`src/rtl/cpu_pkg.sv`:
```
// Shared constants and IF-stage state encoding for the 16-bit pipelined core.
package cpu_pkg;

    localparam logic [15:0] RESET_PC = 16'h0000;
    localparam logic [15:0] PC_INC   = 16'd2;
    localparam logic [15:0] NOP_IR   = 16'h0000;

    typedef enum logic [1:0] {
        ST_REQ   = 2'd0,
        ST_HOLD  = 2'd1,
        ST_DRAIN = 2'd2
    } if_state_t;

endpackage

```
`src/rtl/if_id_reg.sv`:
```
// IF/ID pipeline register: load a fetched instruction, insert a bubble, or hold.
module if_id_reg
    import cpu_pkg::*;
#(
    parameter logic [15:0] BUBBLE_IR = NOP_IR
) (
    input  logic        clk,
    input  logic        rst,
    input  logic        i_load,
    input  logic        i_bubble,
    input  logic [15:0] i_pc,
    input  logic [15:0] i_pc2,
    input  logic [15:0] i_ir,
    output logic [15:0] o_pc,
    output logic [15:0] o_pc2,
    output logic [15:0] o_ir,
    output logic        o_valid
);

    logic [15:0] r_pc;
    logic [15:0] r_pc2;
    logic [15:0] r_ir;
    logic        r_valid;

    // A bubble keeps the pc fields so decode still sees the last real PC.
    always_ff @(posedge clk or posedge rst) begin
        if (rst) begin
            r_pc    <= 16'h0000;
            r_pc2   <= 16'h0000;
            r_ir    <= BUBBLE_IR;
            r_valid <= 1'b0;
        end else if (i_load) begin
            r_pc    <= i_pc;
            r_pc2   <= i_pc2;
            r_ir    <= i_ir;
            r_valid <= 1'b1;
        end else if (i_bubble) begin
            r_ir    <= BUBBLE_IR;
            r_valid <= 1'b0;
        end
    end

    assign o_pc    = r_pc;
    assign o_pc2   = r_pc2;
    assign o_ir    = r_ir;
    assign o_valid = r_valid;

endmodule

```
`src/rtl/if_stage.sv`:
```
// Instruction fetch: PC, single-outstanding imem handshake FSM, hold buffer and IF/ID register.
module if_stage
    import cpu_pkg::*;
#(
    parameter logic [15:0] RESET_PC_P = RESET_PC,
    parameter logic [15:0] PC_INC_P   = PC_INC,
    parameter logic [15:0] NOP_IR_P   = NOP_IR
) (
    input  logic        clk,
    input  logic        rst,
    output logic        imem_req,
    output logic [15:0] imem_addr,
    input  logic [15:0] imem_rdata,
    input  logic        imem_valid,
    input  logic        stall,
    input  logic        redirect,
    input  logic [15:0] redirect_pc,
    output logic [15:0] pc_out,
    output logic [15:0] pc2_out,
    output logic [15:0] IR_out,
    output logic        valid_out
);

    if_state_t   r_state;
    if_state_t   w_state_nxt;
    logic [15:0] r_pc;
    logic [15:0] w_pc_nxt;
    logic [15:0] r_buf_ir;
    logic [15:0] w_buf_ir_nxt;
    logic [15:0] w_pc_inc;
    logic        w_load;
    logic        w_bubble;
    logic [15:0] w_load_ir;

    assign w_pc_inc  = r_pc + PC_INC_P;
    assign imem_req  = (r_state == ST_REQ);
    assign imem_addr = r_pc;

    always_ff @(posedge clk or posedge rst) begin
        if (rst) begin
            r_state  <= ST_REQ;
            r_pc     <= RESET_PC_P;
            r_buf_ir <= NOP_IR_P;
        end else begin
            r_state  <= w_state_nxt;
            r_pc     <= w_pc_nxt;
            r_buf_ir <= w_buf_ir_nxt;
        end
    end

    always_comb begin
        w_state_nxt  = r_state;
        w_pc_nxt     = r_pc;
        w_buf_ir_nxt = r_buf_ir;
        w_load       = 1'b0;
        w_bubble     = 1'b0;
        w_load_ir    = imem_rdata;
        if (redirect) begin
            // An issued request cannot be cancelled, so its late response must be drained.
            w_pc_nxt     = redirect_pc;
            w_bubble     = 1'b1;
            w_buf_ir_nxt = NOP_IR_P;
            unique case (r_state)
                ST_REQ:   w_state_nxt = imem_valid ? ST_REQ : ST_DRAIN;
                ST_HOLD:  w_state_nxt = ST_REQ;
                ST_DRAIN: w_state_nxt = imem_valid ? ST_REQ : ST_DRAIN;
                default:  w_state_nxt = ST_REQ;
            endcase
        end else begin
            unique case (r_state)
                ST_REQ: begin
                    if (imem_valid && !stall) begin
                        w_load   = 1'b1;
                        w_pc_nxt = w_pc_inc;
                    end else if (imem_valid) begin
                        w_buf_ir_nxt = imem_rdata;
                        w_state_nxt  = ST_HOLD;
                    end else begin
                        w_bubble = !stall;
                    end
                end
                ST_HOLD: begin
                    if (!stall) begin
                        w_load       = 1'b1;
                        w_load_ir    = r_buf_ir;
                        w_pc_nxt     = w_pc_inc;
                        w_buf_ir_nxt = NOP_IR_P;
                        w_state_nxt  = ST_REQ;
                    end
                end
                ST_DRAIN: begin
                    w_bubble = !stall;
                    if (imem_valid) begin
                        w_state_nxt = ST_REQ;
                    end
                end
                default: w_state_nxt = ST_REQ;
            endcase
        end
    end

    if_id_reg #(
        .BUBBLE_IR(NOP_IR_P)
    ) u_if_id_reg (
        .clk      (clk),
        .rst      (rst),
        .i_load   (w_load),
        .i_bubble (w_bubble),
        .i_pc     (r_pc),
        .i_pc2    (w_pc_inc),
        .i_ir     (w_load_ir),
        .o_pc     (pc_out),
        .o_pc2    (pc2_out),
        .o_ir     (IR_out),
        .o_valid  (valid_out)
    );

endmodule

```
`config.mk`:
```
export PLATFORM = sky130hd
export DESIGN_NAME = if_stage
export DESIGN_NICKNAME = d
export VERILOG_FILES = /design/src/rtl/cpu_pkg.sv /design/src/rtl/if_id_reg.sv /design/src/rtl/if_stage.sv
export SDC_FILE = /design/constraint.sdc
export NUM_CORES = 1
export LEC_CHECK = 0
export BUFFER_PORTS_ARGS = -buffer_cell sky130_fd_sc_hd__buf_2
export CAP_MARGIN = 10
export CORE_MARGIN = 5
export CORE_UTILIZATION = 45
export CTS_CLUSTER_SIZE = 16
export DETAILED_ROUTE_END_ITERATION = 8
export GPL_TIMING_DRIVEN = 0
export PLACE_DENSITY_LB_ADDON = 0.25
export SYNTH_ARGS = -nofsm -noshare
export SYNTH_HDL_FRONTEND = slang
export SYNTH_SLANG_ARGS = --single-unit
export TNS_END_PERCENT = 30
```
`constraint.sdc`:
```
create_clock -name clk -period 3.2 [get_ports clk]
set_input_delay 0.64 -clock clk [delete_from_list [all_inputs] [get_ports clk]]
set_output_delay 0.64 -clock clk [all_outputs]
set_load 0.02 [all_outputs]
```
==> results of run 1 <==
==> cells by family after synthesis <==
group / count (synthesis) / synth area share
flip-flops: 82 / 0.5342
buffers and inverters: 43 / 0.05439
multiplexers: 35 / 0.09186
AO/OA/AOI/OAI: 57 / 0.08404
AND/OR/NAND/NOR: 168 / 0.1935
XOR/XNOR: 17 / 0.03876
adder cells (fa/ha/maj): 1 / 0.003257
==> per-layer routing <==
| metal | GRT usage | vias to the layer above |
|---|---|---|
| met3 | 0.04437 | 14 |
| met1 | 0.2738 | 1533 |
| met5 | 0 | - |
| met4 | 0.06054 | 0 |
| li1 | - | 1569 |
| met2 | 0.2984 | 95 |
==> synthesized netlist by cell type, drive strengths merged, types with 4 or more instances <==
cell    count  area (µm²)
nand2     116       435.4
dfrtp      82        2052
o21ai      39       195.2
mux2i      33       330.3
inv        18       67.56
buf        15       103.9
nor2       13       48.80
xor2       10       87.58
clkbuf      9       33.78
nand3       9       45.04
xnor2       7       61.31
nor3        6       46.30
a31oi       5       31.28
a21oi       4       23.77
and4        4       37.54
or3         4       25.02
or4         4       30.03
==> registers in the layout, indices dropped and copies added (netlist names) <==
register and flops:
imem_addr 16, r_buf_ir 16, u_if_id_reg.o_ir 16, u_if_id_reg.o_pc2 16, u_if_id_reg.o_pc 15, r_state 2
u_if_id_reg.o_valid 1
==> worst max-delay path, stage by stage <==
cell and delay, ns:
buf_2 0.15, buf_2 0.20, a21oi_1 0.47, clkbuf_1 0.46, nand2_1 0.12, mux2i_1 0.15
==> how the worst min path moves through the flow <==
stage / startpoint / cells after the start / slack [ns] / endpoint
6_report: rst / 2 / 0.33 / u_if_id_reg.o_pc[14]
5_1_grt: rst / 2 / 0.36 / u_if_id_reg.o_pc2[12]
4_1_cts: rst / 2 / 0.34 / u_if_id_reg.o_pc[14]
3_5_place_dp: u_if_id_reg.o_pc2[5] / 2 / 0.46 / u_if_id_reg.o_pc2[5]
3_3_place_gp: u_if_id_reg.o_pc2[5] / 2 / 0.45 / u_if_id_reg.o_pc2[5]
2_1_floorplan: imem_addr[0] / 2 / 0.46 / u_if_id_reg.o_pc2[0]
==> per-stage QoR <==
stage	setup WS (ns)	TNS (ns)	cell area [µm²]	std cells	total power, mW
finish	1.281	0	4717	627	2.671
global route	1.116	0	4717	627	2.818
floorplan	0.4516	0	3841	403	1.682
CTS	1.284	0	4717	627	2.696
detailed placement	0.9234	0	4513	611	1.929
global placement	-0.5932	-48.36	4483	610	1.904
==> where the power goes <==
part	switching [mW]	internal, mW
combinational	0.396	0.223
clock	0.372	0.400
sequential	0.102	1.18
total	0.870	1.80
==> area by class of cell <==
type	instances	area [µm²]	share of cell area
flip-flops and latches	82	2052	0.4350
multi-input cells	278	1580	0.3350
repair buffers	103	538.0	0.1141
clock buffers	11	151.4	0.03210
plain buffers	24	137.6	0.02918
well taps	105	131.4	0.02785
inverters	19	73.82	0.01565
clock inverters	5	52.55	0.01114
==> results.sh, run 1 <==
export IMPL_status="finished, final reports clean"
export IMPL_cts_buffers=9
export IMPL_fin_crit_sh=0.5996
export IMPL_tightest_slew_ns=0.5570
export IMPL_totalWireLength_mm=9.492
export IMPL_dominantRegCellSynth="dfrtp_1"
export IMPL_dieArea_um2=10480
export IMPL_grt_max_degree=44
export IMPL_ant_nets=0
export IMPL_nNetsFinal=555
export IMPL_clock_path_buffers=2
export IMPL_viasPerCell=5.121
export IMPL_num_vias=3211
export IMPL_nFillCells=794
export IMPL_cts_tree="yes"
export IMPL_wl_met1_mm=4.306
export IMPL_worstSetupPathType="in2reg"
export IMPL_period_needed_ns=1.919
export IMPL_drive_gt1_frac=0.2701
export IMPL_fin_util=0.5712
export IMPL_grt_overflow=0
export IMPL_fin_skew_ns=0.009857
export IMPL_post_cts_setup_buffers=0
export IMPL_rows=33
export IMPL_clock_root_buffer="clkbuf_8"
export IMPL_rrSetupSlack_ns=1.31
export IMPL_syn_area_um2=3841
export IMPL_mostFrequentLayoutCell="nand2_1"
export IMPL_rsz0062_at_grt="false"
export IMPL_setup_viol_count_final=0
export IMPL_hold_buffers=0
export IMPL_yosysWarnings=0
export IMPL_worstPathArrival_ns=2.19
export IMPL_detail_route_first_pass_iterations=4
export IMPL_start_util=0.4652
export IMPL_drt_iter0_markers=158
export IMPL_cts_htree_levels=3
export IMPL_startpoint="redirect"
export IMPL_worstSkewPairLatency_ns=0.34
export IMPL_synth_seq_cells=82
export IMPL_holdCritPathClass="in2async"
export IMPL_routed_top_layer="met4"
export IMPL_hold_violations=0
export IMPL_synth_edf_count=0
export IMPL_io_pins=103
export IMPL_wl_per_cell_um=15.14
export IMPL_rr_startpoint="r_state[0]"
export IMPL_wl_met2_mm=4.414
export IMPL_cp_endpoint="r_buf_ir[7]"
export IMPL_clock_sink_count=82
export IMPL_area_growth_pct=22.80
export IMPL_relSlewSlack=0.6287
export IMPL_required_ns=3.47
export IMPL_vdd_drop_max_mv=0.3196
export IMPL_dp_hpwl_mm=6.969
export IMPL_grt_pass1_wl_mm=15.88
export IMPL_async_flop_share=1.000
export IMPL_mappedNetlistNets=441
export IMPL_cap_violations=0
export IMPL_final_cell_mix="nand2_1, buf_2, dfrtp_1, o21ai_0, mux2i_1"
export IMPL_core_area_um2=8258
export IMPL_ys_seq_area_frac=0.5342
export IMPL_fp_dieW_um=102.4
export IMPL_drcViolationCount=0
export IMPL_synth_avg_cell_area_um2=9.531
export IMPL_portBuffers=102
export IMPL_gp_congestion=0.8304
export IMPL_antenna_found_initial=0
export IMPL_start_kind="input pin"
export IMPL_endpoint_kind="flip-flop"
export IMPL_slew_violations=0
export IMPL_postSynthCellCount=403
export IMPL_met3_wirelength_um=627
export IMPL_clk_pin_slew_ns=0.09
export IMPL_path_max_fanout=10
export IMPL_first_global_vias=3257
export IMPL_p_leak_nw=2.337
export IMPL_grt_util_all_layers=0.1939
export IMPL_ff2ff_path_depth=7
export IMPL_n_antenna_cell=0
export IMPL_die_y_um=102.4
export IMPL_whs_ns=0.3256
export IMPL_rr_endpoint="u_if_id_reg.o_pc[8]"
export IMPL_p_per_area_nw_per_um2=566.2
export IMPL_ctsResizeCount=0
export IMPL_synth_cell_type_count=38
export IMPL_fmax_mhz=521.2
Power figures use the tool's default switching activity.
==> run 2, diff against run 1 <==
==> constraint.sdc (replaced) <==
create_clock -name clk -period 1.9 [get_ports clk]
set_input_delay 0.38 -clock clk [delete_from_list [all_inputs] [get_ports clk]]
set_output_delay 0.38 -clock clk [all_outputs]
set_load 0.02 [all_outputs]
==> run 2 against run 1 <==
Compared with the run above:
- combinational power rose by 70%
- critical path depth is the same
- non-clock buffer count rose by 1
- critical endpoint is now imem_addr[12]
- global-route usage about the same
==> results.sh, run 2 (synthesized netlist as in run 1, its figures left out) <==
export IMPL_cap_violations=0
export IMPL_tightest_slew_ns=0.5588
export IMPL_fp_dieW_um=102.4
export IMPL_relSlewSlack=0.6261
export IMPL_viasPerCell=5.072
export IMPL_totalWireLength_mm=9.532
export IMPL_drcViolationCount=0
export IMPL_worstPathArrival_ns=2.09
export IMPL_gp_congestion=0.7954
export IMPL_nFillCells=744
export IMPL_grt_util_all_layers=0.1936
export IMPL_rows=33
export IMPL_nNetsFinal=556
export IMPL_worstSetupPathType="reg2reg"
export IMPL_period_needed_ns=1.816
export IMPL_gr_usage_met3=0.03549
export IMPL_wl_per_cell_um=15.18
export IMPL_rsz0062_at_grt="true"
export IMPL_grtUsageMet2=0.3043
export IMPL_stdcell_area_um2=4728
export IMPL_fin_crit_sh=0.9559
export IMPL_worstSkewPairLatency_ns=0.35
export IMPL_clk_pin_slew_ns=0.08
export IMPL_fin_total_pwr_mw=4.432
export IMPL_fin_util=0.5726
export IMPL_final_cell_mix="nand2_1, buf_2, dfrtp_1, o21ai_0, mux2i_1"
export IMPL_setup_ws_ns=0.08372
export IMPL_start_util=0.4652
export IMPL_fin_skew_ns=0.01002
export IMPL_grt_busiest_layer="met2"
export IMPL_p_per_area_nw_per_um2=937.4
export IMPL_holdCritPathClass="in2async"
export IMPL_fmax_mhz=550.6
export IMPL_dp_hpwl_mm=7.085
export IMPL_slowest_stage="or4_1"
export IMPL_endpoint_kind="flip-flop"
export IMPL_grt_max_degree=34
export IMPL_area_growth_pct=23.09
export IMPL_grt_overflow=0
export IMPL_slew_violations=0
export IMPL_grt_pass1_wl_mm=15.77
export IMPL_portBuffers=102
export IMPL_critical_path_most_common_cell="buf_6"
export IMPL_path_max_fanout=10
export IMPL_dieArea_um2=10480
export IMPL_hold_violations=0
export IMPL_ant_nets=0
export IMPL_drt_iter0_markers=131
export IMPL_drive_gt1_frac=0.2792
export IMPL_detail_route_first_pass_iterations=4
export IMPL_gr_usage_met1=0.2666
export IMPL_hold_buffers=0
export IMPL_whs_ns=0.04127
export IMPL_first_global_vias=3224
export IMPL_n_antenna_cell=0
export IMPL_vdd_drop_max_mv=0.5119
export IMPL_setup_viol_count_final=0
export IMPL_path_cells="buf_6 > nor2_1 > nand2_1 > buf_6 > or4_1 > a31oi_1"
export IMPL_clock_sink_count=82
export IMPL_mostFrequentLayoutCell="nand2_1"
export IMPL_antenna_found_initial=0
export IMPL_die_y_um=102.4
export IMPL_max_stage_delay_ns=0.46
export IMPL_cts_htree_levels=3
export IMPL_clock_path_buffers=2
export IMPL_cts_tree="yes"
export IMPL_num_vias=3185
export IMPL_p_leak_nw=2.333
export IMPL_required_ns=2.17
export IMPL_io_pins=103
export IMPL_place_ws_ns=-0.1257
export IMPL_status="finished, final reports clean"
export IMPL_clock_root_buffer="clkbuf_8"
export IMPL_placed_area_um2=4527
export IMPL_start_kind="flip-flop"
export IMPL_core_area_um2=8258
export IMPL_cts_buffers=9
==> run 2: final timing paths <==
| kind | start | slack, ns | to | cells after the start |
|---|---|---|---|---|
| min | rst | 0.04 | u_if_id_reg.o_pc[10] | 2 |
| min in group clk | redirect_pc[1] | 0.23 | imem_addr[1] | 3 |
| max in group asynchronous | rst | 1.35 | imem_addr[1] | 3 |
| max reg2reg | r_state[1] | 0.08 | imem_addr[12] | 6 |
| min reg2reg | u_if_id_reg.o_pc[12] | 0.47 | u_if_id_reg.o_pc[12] | 2 |
| max | r_state[1] | 0.08 | imem_addr[12] | 6 |
==> run 2: layer usage <==
| layer | part of all wire | vias up | wire (µm) |
|---|---|---|---|
| met3 | 0.061 | 12 | 577 |
| met5 | 0 | - | 0 |
| met1 | 0.44 | 1514 | 4202 |
| met4 | 0.021 | 0 | 201 |
| li1 | - | 1574 | - |
| met2 | 0.48 | 85 | 4551 |
==> run 2: metrics by stage <==
step	cells	TNS, ns
6_report	628	0
5_1_grt	628	-0.09542
4_1_cts	628	0
3_5_place_dp	612	-1.109
3_3_place_gp	610	-1.196
2_1_floorplan	403	0
==> run 2: worst max-delay path: cells and delay by family, from the launching register on <==
kind	cells	cell delay, ns
compound gates	1	0.18
buf+inv	2	0.29
flops	1	0.38
simple gates	3	0.89
==> run 2: timing repair <==
item	in CTS	in global routing
setup endpoints to repair	2	24
setup buffers	0	0
gates resized for setup	1	8
hold endpoints to repair	0	0
==> run 2: final cells by class <==
| type | instances | area (µm²) | share of cell area |
|---|---|---|---|
| Clock buffer | 11 | 131.4 | 0.02779 |
| Tap cell | 105 | 131.4 | 0.02779 |
| Timing Repair Buffer | 104 | 550.5 | 0.1164 |
| Clock inverter | 5 | 55.05 | 0.01164 |
| Buffer | 24 | 143.9 | 0.03043 |
| Sequential cell | 82 | 2053 | 0.4342 |
| Inverter | 19 | 75.07 | 0.01588 |
| Multi-Input combinational cell | 278 | 1588 | 0.3358 |
==> run 2: power by group <==
group          total (mW)  internal [mW]  leakage [nW]  switching [mW]
clock                1.23          0.604        0.0893           0.624
combinational        1.05          0.380          1.20           0.670
sequential           2.15           1.98          1.04           0.170
